==> config.mk <==
export PLATFORM = sky130hd
export DESIGN_NAME = seq_multiplier_n
export DESIGN_NICKNAME = d
export VERILOG_FILES = /design/src/rtl/seq_multiplier_n.sv
export SDC_FILE = /design/constraint.sdc
export NUM_CORES = 1
export LEC_CHECK = 0
export ABC_AREA = 0
export CAP_MARGIN = 25
export CELL_PAD_IN_SITES_DETAIL_PLACEMENT = 1
export CELL_PAD_IN_SITES_GLOBAL_PLACEMENT = 1
export CORE_UTILIZATION = 42
export DETAILED_ROUTE_END_ITERATION = 8
export GPL_TIMING_DRIVEN = 0
export PLACE_DENSITY_LB_ADDON = 0.08
export SLEW_MARGIN = 20
export SYNTH_ARGS = -nofsm -noshare
export SYNTH_HDL_FRONTEND = slang
export SYNTH_SLANG_ARGS = --single-unit
==> constraint.sdc <==
create_clock -name clk -period 2.3 [get_ports clk]
set_input_delay 0.46 -clock clk [delete_from_list [all_inputs] [get_ports clk]]
set_output_delay 0.46 -clock clk [all_outputs]
set_load 0.05 [all_outputs]
==> src/rtl/seq_multiplier_n.sv <==
// Sequential N x N multiplier: shift-add for unsigned operands, radix-2 Booth for signed ones.
// Define EARLY_DONE_EN to end unsigned runs once the remaining multiplier bits are all zero.
module seq_multiplier_n #(
    parameter int N  = 4,
    parameter int CW = $clog2(N + 1)
) (
    input  logic           clk,
    input  logic           rst,
    input  logic           start,
    input  logic           signed_mode,
    input  logic [N-1:0]   B,
    input  logic [N-1:0]   Q,
    output logic [2*N-1:0] A,
    output logic           busy,
    output logic           done
);

    typedef enum logic [1:0] {IDLE, RUN, DONE} state_t;

    localparam logic [CW-1:0] LAST = CW'(N - 1);

    state_t        state_reg;
    logic [N:0]    hi_reg;
    logic [N-1:0]  lo_reg;
    logic          qm1_reg;
    logic [N-1:0]  mcand_reg;
    logic          mode_reg;
    logic [CW-1:0] cnt_reg;

    logic [N:0]    b_ext;
    logic [N:0]    sum;
    logic [N:0]    hi_shift;
    logic [N-1:0]  lo_shift;

    // The upper half is N+1 bits wide so -2^(N-1) * -2^(N-1) cannot overflow.
    assign b_ext = mode_reg ? {mcand_reg[N-1], mcand_reg} : {1'b0, mcand_reg};

    always_comb begin
        sum = hi_reg;
        if (!mode_reg) begin
            if (lo_reg[0])
                sum = hi_reg + b_ext;
        end else begin
            case ({lo_reg[0], qm1_reg})
                2'b01:   sum = hi_reg + b_ext;
                2'b10:   sum = hi_reg - b_ext;
                default: sum = hi_reg;
            endcase
        end
        hi_shift = {mode_reg & sum[N], sum[N:1]};
        lo_shift = {sum[0], lo_reg[N-1:1]};
    end

`ifdef EARLY_DONE_EN
    logic [N-2:0]   rem_reg;
    logic [CW-1:0]  shamt;
    logic [2*N-1:0] aligned;

    // Skipped iterations would only shift right, so apply that shift in one step.
    assign shamt   = LAST - cnt_reg;
    assign aligned = {hi_shift[N-1:0], lo_shift} >> shamt;
`endif

    always_ff @(posedge clk or negedge rst) begin
        if (!rst) begin
            state_reg <= IDLE;
            hi_reg    <= '0;
            lo_reg    <= '0;
            qm1_reg   <= 1'b0;
            mcand_reg <= '0;
            mode_reg  <= 1'b0;
            cnt_reg   <= '0;
            A         <= '0;
            busy      <= 1'b0;
            done      <= 1'b0;
`ifdef EARLY_DONE_EN
            rem_reg   <= '0;
`endif
        end else begin
            busy <= (state_reg == RUN);
            done <= (state_reg == DONE);
            if (state_reg == DONE)
                A <= {hi_reg[N-1:0], lo_reg};

            case (state_reg)
                IDLE, DONE: begin
                    if (start) begin
                        mcand_reg <= B;
                        mode_reg  <= signed_mode;
                        hi_reg    <= '0;
                        lo_reg    <= Q;
                        qm1_reg   <= 1'b0;
                        cnt_reg   <= '0;
`ifdef EARLY_DONE_EN
                        rem_reg   <= Q[N-1:1];
                        state_reg <= (!signed_mode && Q == '0) ? DONE : RUN;
`else
                        state_reg <= RUN;
`endif
                    end else begin
                        state_reg <= IDLE;
                    end
                end
                RUN: begin
                    cnt_reg <= cnt_reg + CW'(1);
                    hi_reg  <= hi_shift;
                    lo_reg  <= lo_shift;
                    qm1_reg <= lo_reg[0];
                    if (cnt_reg == LAST)
                        state_reg <= DONE;
`ifdef EARLY_DONE_EN
                    rem_reg <= rem_reg >> 1;
                    if (!mode_reg && rem_reg == '0) begin
                        hi_reg    <= {1'b0, aligned[2*N-1:N]};
                        lo_reg    <= aligned[N-1:0];
                        state_reg <= DONE;
                    end
`endif
                end
                default: state_reg <= IDLE;
            endcase
        end
    end

endmodule
==> results of run 1 <==
[cell families after synthesis]
kind of cell / share of synthesized area [%]
compound gates: 18.4
xor+xnor: 2.06
buf+inv: 5.37
flops: 44.1
simple gates: 11.3
mux: 7.57
fa+ha+maj: 11.2
[metrics by stage]
step                      std cells  util, %  hold WS [ns]
after global routing            246     55.3         0.265
after CTS                       246     55.1         0.233
final                           246     55.3         0.210
after global placement          238     52.3         0.462
after floorplan                 169        -         0.164
after detailed placement        238     52.2         0.484
[where the power goes]
group | leakage (nW) | switching (W) | internal [W]
Combinational | 0.508 | 0.00126 | 0.000845
Clock | 0.0575 | 0.000200 | 0.000302
Sequential | 0.366 | 0.000216 | 0.000781
[cells in the final DEF (no fill, tap or decap), types with 2 or more instances in the layout]
cell and count:
nand2b_1 6, dfrtp_1 29, a221oi_1 3, clkdlybuf4s50_1 20, a21oi_1 9, nor2b_1 4
nand2_1 19, o21ai_1 3, inv_2 2, xor2_1 3, inv_1 13, mux2_2 5
nor2_2 2, a211oi_1 5, o21ai_0 12, buf_2 5, mux2i_1 5, ha_1 12
and2_1 2, nor2_1 6, o31ai_1 2, mux2_1 2, clkbuf_8 8
[what timing repair did]
action                                  in CTS  in global routing
resized for setup                            0                  3
endpoints found under the setup margin       0                  2
endpoints found under the hold margin        0                  0
setup buffers                                0                  0
[layout make-up]
cell class                 instances  area [sq um]  share of cell area (%)
multi-input combinational        118           866                    41.5
sequential                        30           752                    36.1
timing repair buffer              21           205                    9.84
clock buffer                       8           110                    5.28
tap                               48          60.1                    2.88
inverter                          15          56.3                    2.70
buffer                             6          35.0                    1.68
[metal layers]
metal  share of wire, %  vias up  wire length [microns]
met5                  0        -                      0
met4                1.9        0                     77
met3                3.8        8                    154
met2                 51       27                   2050
met1                 44      660                   1770
li1                   -      645                      -
[worst paths after layout]
check | from | slack, ns | endpoint
worst max-delay path | hi_reg[0]$_DFFE_PN0P_ | 0.17 | hi_reg[3]$_DFFE_PN0P_
worst min-delay path | rst | 0.21 | lo_reg[1]$_DFFE_PN0P_
worst max register to register | hi_reg[0]$_DFFE_PN0P_ | 0.17 | hi_reg[3]$_DFFE_PN0P_
worst min register to register | A[0]$_DFFE_PN0P_ | 0.50 | A[0]$_DFFE_PN0P_
max in group asynchronous | rst | 1.62 | lo_reg[0]$_DFFE_PN0P_
min in group clk | A[0]$_DFFE_PN0P_ | 0.50 | A[0]$_DFFE_PN0P_
[critical path: stages, from the launching register on]
cell      delay [ns]
dfrtp_1         0.41
inv_1           0.09
ha_1            0.19
inv_1           0.07
fa_2            0.36
a21o_1          0.19
a21oi_2         0.18
o221ai_1        0.16
a211oi_1        0.27
o21ai_1         0.09
==> flow_summary.toml, run 1 <==
[cts]
clock_latency_ns = 0.29
tritoncts = "built"
clk_pin_slew_ns = 0.06
cts_max_path_buffers = 2
htree_levels = 2
cts.sinks = 30
hold_buffers = 0
ctsRootBufferMaster = "clkbuf_8"
cts_inserted_buffers = 5

[grt]
use_met1_pct = 28.1
gr-total-overflow = 0
grt_pass1_vias = 1431
antenna_found_initial = 0
grt_first_pass_wirelength_mm = 7.05
grt_max_degree = 31
grt_usage_pct = 22.5
grtUsageMet2_pct = 36.5
use_met3_pct = 6.42
grt_most_used_layer = "met2"

[place]
placed_cell_area_sq_mm = 0.00197
place.gp.congestion = 0.780
dp_hpwl_mm = 2.91
place_ws_ns = 0.131
portBuffers = 21

[logic_synthesis]
synth_area_leaders = "dfrtp_1, ha_1, nand2_1"
synth_warnings = 0
syn_inst = 169
ys_seq_area_share_pct = 44.1
synth-edff-count = 0
netlist_area_sq_mm = 0.00170
yosys.area.top_type = "dfrtp_1"
ys_types = 39
yosysMostFrequentCell = "dfrtp_1"
syn_nets = 195
ys_ff_latch = 30
synth_common_cells = "dfrtp_1, nand2_1, inv_1"
avgSynthCellArea_sq_um = 10.1
ys.flop_type = "dfrtp_1"
synth_top_cell_area_share_pct = 44.1
synthArstFlopShare_pct = 100

[detailed_routing]
drt_wl_total_mm = 4.05
drt-pass1-iter-count = 4
route.detailed.wl_per_inst_microns = 16.5
drc = 0
antenna_left = 0
avgViaCountPerCell = 5.45
route.vias.total = 1340
drt-initial-drc-count = 87

[pwr]
pwr_density_cell_mw_per_mm2 = 1730
ir_drop_mv = 0.768
leakagePower_nw = 0.931
p_total_w = 0.00360

[critical_path]
criticalPathCategory = "reg2reg"
crit_path_start_kind = "flip-flop"
arrival_ns = 2.31
cp.required_ns = 2.47
r2r_cells = 9
end_kind = "flip-flop"
cp_max_fo = 4

[final_layout]
diodes = 0
n_fill_cell = 433
finalInstanceArea_sq_mm = 0.00208
nNetsFinal = 223
largest_reg_flops = 8
drive_above_1_share_pct = 13.6
synthToLayoutAreaGrowth_pct = 22.5

[sta]
hold_viol = 0
finClkSkew_ns = 0.00393
final.period_utilization_pct = 92.7
setup_slack_ns = 0.167
final_max_slew_viol_count = 0
max_slew_margin_pct = 54.6
max_freq_mhz = 469
tightest_slew_ns = 0.682
setup_viol = 0
rsz0062_at_grt = "no"
fin_setup_tns_ns = 0
finalCriticalPeriod_ns = 2.13

[floorplanning]
ios = 22
die_w_microns = 65.7
die_y_microns = 65.7
start_util_pct = 45.1
row_count = 22
die-area_sq_mm = 0.00431
core_region_area_sq_mm = 0.00377

[flow_run]
maxCapViolCount = 0

[status]
run_status = "finished clean"

[hold_path]
worstHoldPathType = "in2async"
(Power assumes the default switching activity.)
==> run 2: changes to the inputs <==
SKIP_LAST_GASP = 1   (was unset)
==> results of run 2 <==
No change in the layout: final DEF, timing and power equal those of run 1.
==> run 3: changes to the inputs <==
clock period = 2.2 ns   (was 2.3 ns; I/O delays follow)
==> flow_summary.toml, run 3 (same netlist as run 1, synthesis figures left out) <==
[grt]
grt_first_pass_wirelength_mm = 7.05
grt_usage_pct = 22.5
grt_pass1_vias = 1431
antenna_found_initial = 0
gr-total-overflow = 0
grt_max_degree = 31

[detailed_routing]
drt_wl_total_mm = 4.11
drc = 0
drt-initial-drc-count = 88
route.detailed.wl_per_inst_microns = 16.6
avgViaCountPerCell = 5.44
antenna_left = 0
drt-pass1-iter-count = 4
route.vias.total = 1349

[critical_path]
criticalPathCategory = "reg2reg"
cp_max_fo = 4
arrival_ns = 2.30
crit_path_start_kind = "flip-flop"
end_kind = "flip-flop"
cp.required_ns = 2.40

[sta]
hold_viol = 0
max_freq_mhz = 476
finalCriticalPeriod_ns = 2.10
fin_setup_tns_ns = 0
final_max_slew_viol_count = 0
setup_viol = 0
hold_slack_ns = 0.187
max_slew_margin_pct = 54.4
tightest_slew_ns = 0.684
finClkSkew_ns = 0.00455
final.period_utilization_pct = 95.6

[cts]
clk_pin_slew_ns = 0.06
ctsRootBufferMaster = "clkbuf_8"
cts_inserted_buffers = 5
hold_buffers = 0
tritoncts = "built"
clock_latency_ns = 0.29
htree_levels = 2
cts.sinks = 30
cts_max_path_buffers = 2

[floorplanning]
die-area_sq_mm = 0.00431
die_y_microns = 65.7
row_count = 22
ios = 22
core_region_area_sq_mm = 0.00377
start_util_pct = 45.1
die_w_microns = 65.7

[final_layout]
layout_common_cells = "dfrtp_1, clkdlybuf4s50_1, nand2_1"
synthToLayoutAreaGrowth_pct = 25.0
largest_reg_flops = 8
diodes = 0
finalInstanceArea_sq_mm = 0.00213
stdcell_count = 248
nNetsFinal = 225
final_common_cell = "dfrtp_1"
drive_above_1_share_pct = 18.0

[status]
run_status = "finished clean"

[place]
dp_hpwl_mm = 2.91
place.gp.congestion = 0.780
portBuffers = 21
place_inst = 238
placed_cell_area_sq_mm = 0.00197

[flow_run]
maxCapViolCount = 0

[hold_path]
worstHoldPathType = "in2async"
run 3: metrics by stage:
step | worst slack (ns) | utilization, %
floorplan | 0.294 | -
global placement | 0.0791 | 52.3
detailed placement | 0.0312 | 52.2
CTS | 0.00990 | 55.1
global route | -0.0125 | 56.4
finish | 0.0974 | 56.4
run 3: routing by layer:
layer  wire length (microns)  vias to the layer above  track usage, %
met5                       0                        -               0
met4                      74                        0            8.15
met3                     137                        9            6.42
met2                    2080                       21            36.5
met1                    1820                      670            28.1
li1                        -                      649               -
run 3: repair_timing:
item	in CTS	in global routing
buffers inserted	0	2
endpoints found under the setup margin	0	2
gates resized for setup	0	11
run 3: worst paths after layout:
| kind | from | end | slack (ns) | cells after the start |
|---|---|---|---|---|
| max | hi_reg[0]$_DFFE_PN0P_ | hi_reg[4]$_DFFE_PN0P_ | 0.1 | 9 |
| min | rst | lo_reg[1]$_DFFE_PN0P_ | 0.19 | 1 |
| max reg2reg | hi_reg[0]$_DFFE_PN0P_ | hi_reg[4]$_DFFE_PN0P_ | 0.1 | 9 |
| min reg2reg | A[0]$_DFFE_PN0P_ | A[0]$_DFFE_PN0P_ | 0.50 | 2 |
| max in group asynchronous | rst | lo_reg[0]$_DFFE_PN0P_ | 1.54 | 1 |
| min in group clk | A[0]$_DFFE_PN0P_ | A[0]$_DFFE_PN0P_ | 0.50 | 2 |
run 3: worst max-delay path: stages, from the launching register on:
cell and delay [ns]:
dfrtp_1 0.43, inv_2 0.10, ha_4 0.14, inv_2 0.04, fa_2 0.38, a21o_1 0.21, a21oi_2 0.17, a311o_1 0.24
a21oi_2 0.07, o31ai_1 0.23
run 3: final cells by class:
| class | instances | area (sq um) |
|---|---|---|
| Timing Repair Buffer | 23 | 220 |
| Multi-Input combinational cell | 118 | 893 |
| Clock buffer | 8 | 110 |
| Buffer | 6 | 35.0 |
| Fill cell | 428 | 1640 |
| Tap cell | 48 | 60.1 |
| Inverter | 15 | 56.3 |
| Sequential cell | 30 | 752 |
Power of run 3 is not shown: default switching activity piles up to over one toggle a cycle in this logic, so the estimate is an artifact.
